--- src/rtl/sha256_block_engine.sv ---
// Iterative SHA-256 compression engine: one 512-bit block per job, ROUNDS_PER_CYCLE
// rounds per clock, chaining across blocks through internal H registers.
module sha256_block_engine #(
  parameter int ROUNDS_PER_CYCLE = 1
) (
  input  logic         clk,
  input  logic         rst,
  input  logic         start,
  input  logic         first_blk,
  input  logic [511:0] blk_in,
  output logic         busy,
  output logic         done,
  output logic [255:0] digest,
  output logic [1:0]   state_dbg
);

  localparam int NUM_ROUND_CYC = 64 / ROUNDS_PER_CYCLE;
  localparam logic [255:0] IV = {
    32'h6a09e667, 32'hbb67ae85, 32'h3c6ef372, 32'ha54ff53a,
    32'h510e527f, 32'h9b05688c, 32'h1f83d9ab, 32'h5be0cd19};
  localparam logic [31:0] K [0:63] = '{
    32'h428a2f98, 32'h71374491, 32'hb5c0fbcf, 32'he9b5dba5, 32'h3956c25b, 32'h59f111f1, 32'h923f82a4, 32'hab1c5ed5,
    32'hd807aa98, 32'h12835b01, 32'h243185be, 32'h550c7dc3, 32'h72be5d74, 32'h80deb1fe, 32'h9bdc06a7, 32'hc19bf174,
    32'he49b69c1, 32'hefbe4786, 32'h0fc19dc6, 32'h240ca1cc, 32'h2de92c6f, 32'h4a7484aa, 32'h5cb0a9dc, 32'h76f988da,
    32'h983e5152, 32'ha831c66d, 32'hb00327c8, 32'hbf597fc7, 32'hc6e00bf3, 32'hd5a79147, 32'h06ca6351, 32'h14292967,
    32'h27b70a85, 32'h2e1b2138, 32'h4d2c6dfc, 32'h53380d13, 32'h650a7354, 32'h766a0abb, 32'h81c2c92e, 32'h92722c85,
    32'ha2bfe8a1, 32'ha81a664b, 32'hc24b8b70, 32'hc76c51a3, 32'hd192e819, 32'hd6990624, 32'hf40e3585, 32'h106aa070,
    32'h19a4c116, 32'h1e376c08, 32'h2748774c, 32'h34b0bcb5, 32'h391c0cb3, 32'h4ed8aa4a, 32'h5b9cca4f, 32'h682e6ff3,
    32'h748f82ee, 32'h78a5636f, 32'h84c87814, 32'h8cc70208, 32'h90befffa, 32'ha4506ceb, 32'hbef9a3f7, 32'hc67178f2};

  typedef enum logic [1:0] {S_IDLE, S_ROUND, S_FINAL} state_t;

  state_t         state_q, state_d;
  logic [6:0]     t;
  logic [255:0]   st;
  logic [255:0]   hreg;
  logic           first_q;
  logic [31:0]    w [0:15];
  logic [31:0]    w_nxt [0:15];
  logic [255:0]   round_out;
  logic [255:0]   new_h;

  function automatic logic [31:0] ror(input logic [31:0] x, input int n);
    return (x >> n) | (x << (32 - n));
  endfunction

  function automatic logic [255:0] sha_round(input logic [255:0] s, input logic [31:0] k,
                                             input logic [31:0] wt);
    logic [31:0] a, b, c, d, e, f, g, h, t1, t2;
    {a, b, c, d, e, f, g, h} = s;
    t1 = h + (ror(e, 6) ^ ror(e, 11) ^ ror(e, 25)) + ((e & f) ^ (~e & g)) + k + wt;
    t2 = (ror(a, 2) ^ ror(a, 13) ^ ror(a, 22)) + ((a & b) ^ (a & c) ^ (b & c));
    return {t1 + t2, a, b, c, d + t1, e, f, g};
  endfunction

  // The window always holds W[t..t+15]; it is extended by R words so each
  // unrolled round finds its schedule word at ext[j].
  always_comb begin : round_logic
    logic [31:0]  ext [0:15+ROUNDS_PER_CYCLE];
    logic [255:0] s;
    for (int k = 0; k < 16; k++) ext[k] = w[k];
    for (int j = 0; j < ROUNDS_PER_CYCLE; j++) begin
      ext[16+j] = (ror(ext[14+j], 17) ^ ror(ext[14+j], 19) ^ (ext[14+j] >> 10)) + ext[9+j]
                + (ror(ext[1+j], 7) ^ ror(ext[1+j], 18) ^ (ext[1+j] >> 3)) + ext[j];
    end
    s = st;
    for (int j = 0; j < ROUNDS_PER_CYCLE; j++) s = sha_round(s, K[6'(t) + 6'(j)], ext[j]);
    round_out = s;
    for (int k = 0; k < 16; k++) w_nxt[k] = ext[k+ROUNDS_PER_CYCLE];
  end

  always_comb begin
    new_h = '0;
    for (int i = 0; i < 8; i++)
      new_h[255-32*i -: 32] = (first_q ? IV[255-32*i -: 32] : hreg[255-32*i -: 32]) + st[255-32*i -: 32];
  end

  // start is accepted on any edge where the engine is idle (busy low);
  // there is no back-pressure beyond that and no queueing.
  always_comb begin
    state_d = state_q;
    case (state_q)
      S_IDLE:  if (start) state_d = S_ROUND;
      S_ROUND: if (t == 7'(64 - ROUNDS_PER_CYCLE)) state_d = S_FINAL;
      S_FINAL: state_d = S_IDLE;
      default: state_d = S_IDLE;
    endcase
  end

  always_ff @(posedge clk) begin
    if (rst) begin
      state_q <= S_IDLE;
      done    <= 1'b0;
      digest  <= '0;
      hreg    <= IV;
      t       <= '0;
      st      <= '0;
      first_q <= 1'b0;
      for (int k = 0; k < 16; k++) w[k] <= '0;
    end else begin
      state_q <= state_d;
      done    <= 1'b0;
      case (state_q)
        S_IDLE: if (start) begin
          for (int k = 0; k < 16; k++) w[k] <= blk_in[511-32*k -: 32];
          first_q <= first_blk;
          st      <= first_blk ? IV : hreg;
          t       <= '0;
        end
        S_ROUND: begin
          st <= round_out;
          for (int k = 0; k < 16; k++) w[k] <= w_nxt[k];
          t  <= t + 7'(ROUNDS_PER_CYCLE);
        end
        S_FINAL: begin
          hreg   <= new_h;
          digest <= new_h;
          done   <= 1'b1;
        end
        default: ;
      endcase
    end
  end

  assign busy      = (state_q != S_IDLE);
  assign state_dbg = state_q;

endmodule

--- config.mk ---
export PLATFORM = sky130hd
export DESIGN_NAME = sha256_block_engine
export DESIGN_NICKNAME = d
export VERILOG_FILES = /design/src/rtl/sha256_block_engine.sv
export SDC_FILE = /design/constraint.sdc
export NUM_CORES = 2
export LEC_CHECK = 0
export ABC_AREA = 1
export BUFFER_PORTS_ARGS = -buffer_cell sky130_fd_sc_hd__buf_4
export CAP_MARGIN = 0
export CORE_ASPECT_RATIO = 1.25
export CORE_MARGIN = 3
export CORE_UTILIZATION = 60
export DETAILED_ROUTE_END_ITERATION = 8
export PLACE_DENSITY = 0.87
export SYNTH_ARGS = -nofsm -noshare
export SYNTH_HDL_FRONTEND = slang
export SYNTH_SLANG_ARGS = --single-unit
--- constraint.sdc ---
create_clock -name clk -period 7.75 [get_ports clk]
set_input_delay 0.3875 -clock clk [delete_from_list [all_inputs] [get_ports clk]]
set_output_delay 0.3875 -clock clk [all_outputs]
set_load 0.02 [all_outputs]
==> flow_metrics.tcl, run 1 <==
set metrics [dict create \
    outcome "stopped before the end" \
    stage_reached "global routing (5_1_grt)" \
    error "[ERROR GRT-0232] Routing congestion too high. Check the congestion heatmap in the GUI." \
    cts-htree-levels 3 \
    synth-async-reset-ratio_pct 0 \
    root_buffer "sky130_fd_sc_hd__clkbuf_16" \
    grt_antenna_before_repair 118 \
    grt_usage_pct 69.8 \
    synth_area_leaders "sky130_fd_sc_hd__edfxtp_1 (19%), sky130_fd_sc_hd__dfxtp_1 (16%), sky130_fd_sc_hd__nand2_1 (11%)" \
    netlist.area_leader.share_pct 19.2 \
    die_w_um 333 \
    net_count_after_synthesis 11600 \
    synth_cells 10500 \
    hpwl_um 282000 \
    grt-worst-endpoint "st[251]$_SDFFE_PP0P_/D" \
    port_buffers 775 \
    syn_area_um2 80200 \
    synth-edff-count 512 \
    timing.worst_endpoint.kind "sequential cell input" \
    postSynthAreaPerCell_um2 7.65 \
    cts_made_buffers 117 \
    cts_sinks 1171 \
    seq_area_frac_synth_pct 35.6 \
    chipHeight_um 415 \
    grt_start_max_net_pins 215 \
    initial_utilization_pct 60.6 \
    most_common_flop_cell_mapped_by_yosys "sky130_fd_sc_hd__dfxtp_1" \
    place_congestion 1.08 \
    synth_top_area_cell "sky130_fd_sc_hd__edfxtp_1" \
    clockBufferDepth 3 \
    std_cell_rows 149 \
    synth_cell_types 75 \
    global_route.overflow_total 13 \
    ys_warn_count 0 \
    pin_count 776 \
    cts_setup_buffers 0 \
    yosys_register_bits 1171 \
]
Yosys cell counts (14+ instances only):
| master | instances |
|---|---|
| sky130_fd_sc_hd__a22o_1 | 162 |
| sky130_fd_sc_hd__o21ai_1 | 51 |
| sky130_fd_sc_hd__edfxtp_1 | 512 |
| sky130_fd_sc_hd__nand4_1 | 63 |
| sky130_fd_sc_hd__nand2_2 | 20 |
| sky130_fd_sc_hd__buf_1 | 40 |
| sky130_fd_sc_hd__a21oi_1 | 1095 |
| sky130_fd_sc_hd__xor2_1 | 218 |
| sky130_fd_sc_hd__o21ai_2 | 27 |
| sky130_fd_sc_hd__inv_1 | 1436 |
| sky130_fd_sc_hd__or2_2 | 34 |
| sky130_fd_sc_hd__o211ai_1 | 160 |
| sky130_fd_sc_hd__o21a_1 | 17 |
| sky130_fd_sc_hd__xnor2_1 | 181 |
| sky130_fd_sc_hd__a32o_1 | 102 |
| sky130_fd_sc_hd__nor2_1 | 592 |
| sky130_fd_sc_hd__dfxtp_1 | 659 |
| sky130_fd_sc_hd__nor4_1 | 14 |
| sky130_fd_sc_hd__nor3_1 | 80 |
| sky130_fd_sc_hd__a22oi_1 | 55 |
| sky130_fd_sc_hd__a21o_1 | 74 |
| sky130_fd_sc_hd__a31oi_1 | 63 |
| sky130_fd_sc_hd__o21bai_1 | 41 |
| sky130_fd_sc_hd__nand3_1 | 280 |
| sky130_fd_sc_hd__ha_1 | 390 |
| sky130_fd_sc_hd__buf_4 | 141 |
| sky130_fd_sc_hd__a221oi_1 | 34 |
| sky130_fd_sc_hd__o21ai_0 | 620 |
| sky130_fd_sc_hd__buf_2 | 112 |
| sky130_fd_sc_hd__o22ai_1 | 108 |
| sky130_fd_sc_hd__o221ai_1 | 41 |
| sky130_fd_sc_hd__a21oi_2 | 17 |
| sky130_fd_sc_hd__nand2_1 | 2386 |
| sky130_fd_sc_hd__fa_1 | 195 |
| sky130_fd_sc_hd__clkbuf_1 | 317 |
| sky130_fd_sc_hd__inv_2 | 20 |
logic make-up after synthesis:
group                      after synthesis  share of synthesized area (%)
xor gates and xnor gates               400                           4.38
DFF                                   1171                           35.6
and+or+nand+nor                       3510                           17.6
AOI/OAI and AO/OA                     2748                           20.8
buffers and inverters                 2076                           10.6
adders and majority gates              585                           10.9
layer usage:
layer / global-route usage, % / GRT overflow
met1: 69.5 / 1
met2: 86.9 / 1
met3: 52.6 / 3
met4: 70.8 / 8
met5: 27.8 / 0
what timing repair did:
action | in CTS
hold endpoints to repair | 401
resized for setup | 0
hold buffers | 401
through the flow:
stage	worst slack [ns]	hold WS, ns	area [um^2]	std cells
after floorplan	0.830	0.420	80200	10500
after global placement	0.260	0.447	87800	12700
after detailed placement	0.232	0.456	87800	12700
after CTS	0.207	0.000298	95700	13300
==> run 2: changes to the inputs <==
--- a/config.mk
+++ b/config.mk
@@ -8,11 +8,10 @@
 export ABC_AREA = 1
 export BUFFER_PORTS_ARGS = -buffer_cell sky130_fd_sc_hd__buf_4
 export CAP_MARGIN = 0
-export CORE_ASPECT_RATIO = 1.25
 export CORE_MARGIN = 3
-export CORE_UTILIZATION = 60
+export CORE_UTILIZATION = 40
 export DETAILED_ROUTE_END_ITERATION = 8
-export PLACE_DENSITY = 0.87
+export PLACE_DENSITY_LB_ADDON = 0.15
 export SYNTH_ARGS = -nofsm -noshare
 export SYNTH_HDL_FRONTEND = slang
 export SYNTH_SLANG_ARGS = --single-unit
==> flow_metrics.tcl, run 2 <==
set metrics [dict create \
    grt_usage_pct 37.8 \
    worstSetupStartpointType "flip-flop" \
    place_congestion 1.02 \
    nets 12900 \
    route.detailed.vias_per_inst 5.60 \
    ys_warn_count 0 \
    grt.met2_usage_pct 63.7 \
    synth.most_common_cell "sky130_fd_sc_hd__nand2_1" \
    largest_reg_flops 512 \
    critPathMaxStageDelay_ns 0.71 \
    number_of_design_rule_violations_left_by_the_first_detailed_router_iteration 8110 \
    worstHoldPathCells 2 \
    port_buffers 775 \
    grt_pass1_vias 79300 \
    global_route_met3_usage_pct 6.65 \
    layout_common_cells "sky130_fd_sc_hd__nand2_1 (2376), sky130_fd_sc_hd__inv_1 (1431), sky130_fd_sc_hd__buf_4 (1264)" \
    hpwl_um 312000 \
    met1_usage_pct 44.8 \
    report.final.slew_viol_count 0 \
    crit_arrival_ns 8.22 \
    synth_area_leaders "sky130_fd_sc_hd__edfxtp_1 (19%), sky130_fd_sc_hd__dfxtp_1 (16%), sky130_fd_sc_hd__nand2_1 (11%)" \
    syn2layout_area_growth_pct 25.1 \
    die_w_um 454 \
    yosys_register_bits 1171 \
    most_frequent_standard_cell_in_the_layout_excluding_fill_and_tap_cells "sky130_fd_sc_hd__nand2_1" \
    finalClockSkew_ns 0.0595 \
    synth_cells 10500 \
    maxCapViolCount 0 \
    dr_total_vias 81600 \
    clkTransAtPathRegs_ns 0.06 \
    syn_area_um2 80200 \
    r2r-start "t[1]$_SDFFE_PP0P_" \
    pin_count 776 \
    worst_path_most_repeated_cell "sky130_fd_sc_hd__inv_1" \
    synth_top_area_cell "sky130_fd_sc_hd__edfxtp_1" \
    cts_sinks 1171 \
    post-route-min-period_ns 7.49 \
    grt_antenna_before_repair 43 \
    min_to "w[1][22]$_DFFE_PP_" \
    worstPathMaxFanout 13 \
    core-area_um2 198000 \
    top_regs "w: 512 flops, digest: 256 flops, st: 256 flops" \
    synth-async-reset-ratio_pct 0 \
    rrSetupSlack_ns 0.26 \
    timing_hold_violations_final 0 \
    path_class_of_the_lowest_slack_min_delay_path "in2reg" \
    synth_cell_types 75 \
    drt-wirelength-per-cell_um 27.6 \
    cts_tree "done" \
    grt_pass1_wl_um 565000 \
    worstSkewPairLatency_ns 0.84 \
    root_buffer "sky130_fd_sc_hd__clkbuf_16" \
    finalCritPeriodShare_pct 96.6 \
    seq_area_frac_synth_pct 35.6 \
    drc_errors 0 \
    crit-reg2reg-capture "st[255]$_SDFFE_PP0P_" \
    design.die.area_um2 206000 \
    std_cell_rows 163 \
    clockBufferDepth 3 \
    route.final.wire_length_um 402000 \
    worst_hold_slack_ns 0.0122 \
    timing.final.setup_violations 0 \
    reg2regPathDepth 34 \
    global_route.overflow_total 0 \
    cts-htree-levels 4 \
    most_common_flop_cell_mapped_by_yosys "sky130_fd_sc_hd__dfxtp_1" \
    max_freq_mhz 134 \
    netlist.area_leader.share_pct 19.2 \
    drt_pre_antenna_iters 8 \
    drive_gt1_share_pct 14.7 \
    worst_slew_pin_slew_ns 1.37 \
    grt_start_max_net_pins 195 \
    drt.antenna.violating_nets 0 \
    setup_total_negative_slack_ns 0 \
    end_kind "flip-flop" \
    worst_path_max_delay_cell "sky130_fd_sc_hd__o41ai_1" \
    regMostFlops "w" \
    chipHeight_um 454 \
    grt-busiest-layer "met2" \
    hold_start "blk_in[246]" \
    synth_common_cells "sky130_fd_sc_hd__nand2_1 (2386), sky130_fd_sc_hd__inv_1 (1436), sky130_fd_sc_hd__a21oi_1 (1095)" \
    cts_made_buffers 143 \
    worst-endpoint-required_ns 8.48 \
    rsz0062_at_grt "true" \
    timing.setup.critical_path_class "reg2reg" \
    synth-edff-count 512 \
    postSynthAreaPerCell_um2 7.65 \
    net_count_after_synthesis 11600 \
    outcome "finished clean" \
    initial_utilization_pct 40.4 \
    slew-limit-headroom_pct 8.61 \
]
-- run 2: cell counts after synthesis --
No cell type changed its count.
-- run 2: cells by family after synthesis --
kind of cell,share of synthesized area (%)
compound gates,20.8
xor+xnor,4.38
fa+ha+maj,10.9
buf+inv,10.6
flops,35.6
simple gates,17.6
-- run 2: metal layers --
metal / part of all wire, % / vias up
li1: - / 37600
met1: 38 / 39200
met2: 47 / 3903
met3: 7.4 / 907
met4: 7.2 / 20
met5: 0.036 / -
-- run 2: layout make-up --
class	instances	area, um^2
flip-flops and latches	1171	28600
well taps	2640	3300
inverters	1458	5510
clock buffers	185	3900
fillers	19200	98000
repair buffers	1758	14600
clock inverters	73	837
diodes	36	90.1
multi-input cells	7243	43600
-- run 2: repair_timing --
item | in CTS | in global routing
buffers inserted | 1 | 3
hold buffers | 471 | 2
setup endpoints to repair | 2 | 26
hold endpoints to repair | 472 | 2
pin swaps | 1 | 13
resized for setup | 2 | 85
-- run 2: how the worst max path moves through the flow --
stage / startpoint / endpoint / slack (ns) / cells past startpoint
after floorplan: t[1]$_SDFFE_PP0P_ / st[252]$_SDFFE_PP0P_ / 0.83 / 39
after global placement: t[1]$_SDFFE_PP0P_ / st[255]$_SDFFE_PP0P_ / -0.006 / 40
after detailed placement: t[0]$_SDFFE_PP0P_ / st[255]$_SDFFE_PP0P_ / -0.05 / 41
after CTS: t[0]$_SDFFE_PP0P_ / st[255]$_SDFFE_PP0P_ / 0.008 / 35
after global routing: t[0]$_SDFFE_PP0P_ / st[253]$_SDFFE_PP0P_ / -0.04 / 37
final: t[1]$_SDFFE_PP0P_ / st[255]$_SDFFE_PP0P_ / 0.26 / 34
-- run 2: through the flow --
stage / instance area, um^2 / setup WS, ns / utilization, % / std cells
final: 100000 / 0.260 / 50.6 / 14600
after CTS: 99900 / 0.00796 / 50.4 / 14500
after floorplan: 80200 / 0.830 / - / 10500
after detailed placement: 90500 / -0.0513 / 45.6 / 13800
after global routing: 100000 / -0.0443 / 50.6 / 14600
after global placement: 90500 / -0.00606 / 45.6 / 13800
-- run 2: worst max-delay path, delay by kind of cell (launching register included) --
family / cells / cell delay (ns)
flops: 1 / 0.33
compound gates: 9 / 1.90
buf+inv: 9 / 1.06
xor+xnor: 1 / 0.21
fa+ha+maj: 7 / 2.84
simple gates: 8 / 1.02
Power of run 2 is left out: the tool's default activity adds up to more than one toggle a clock period on the data nets, which glitch-free logic cannot reach.
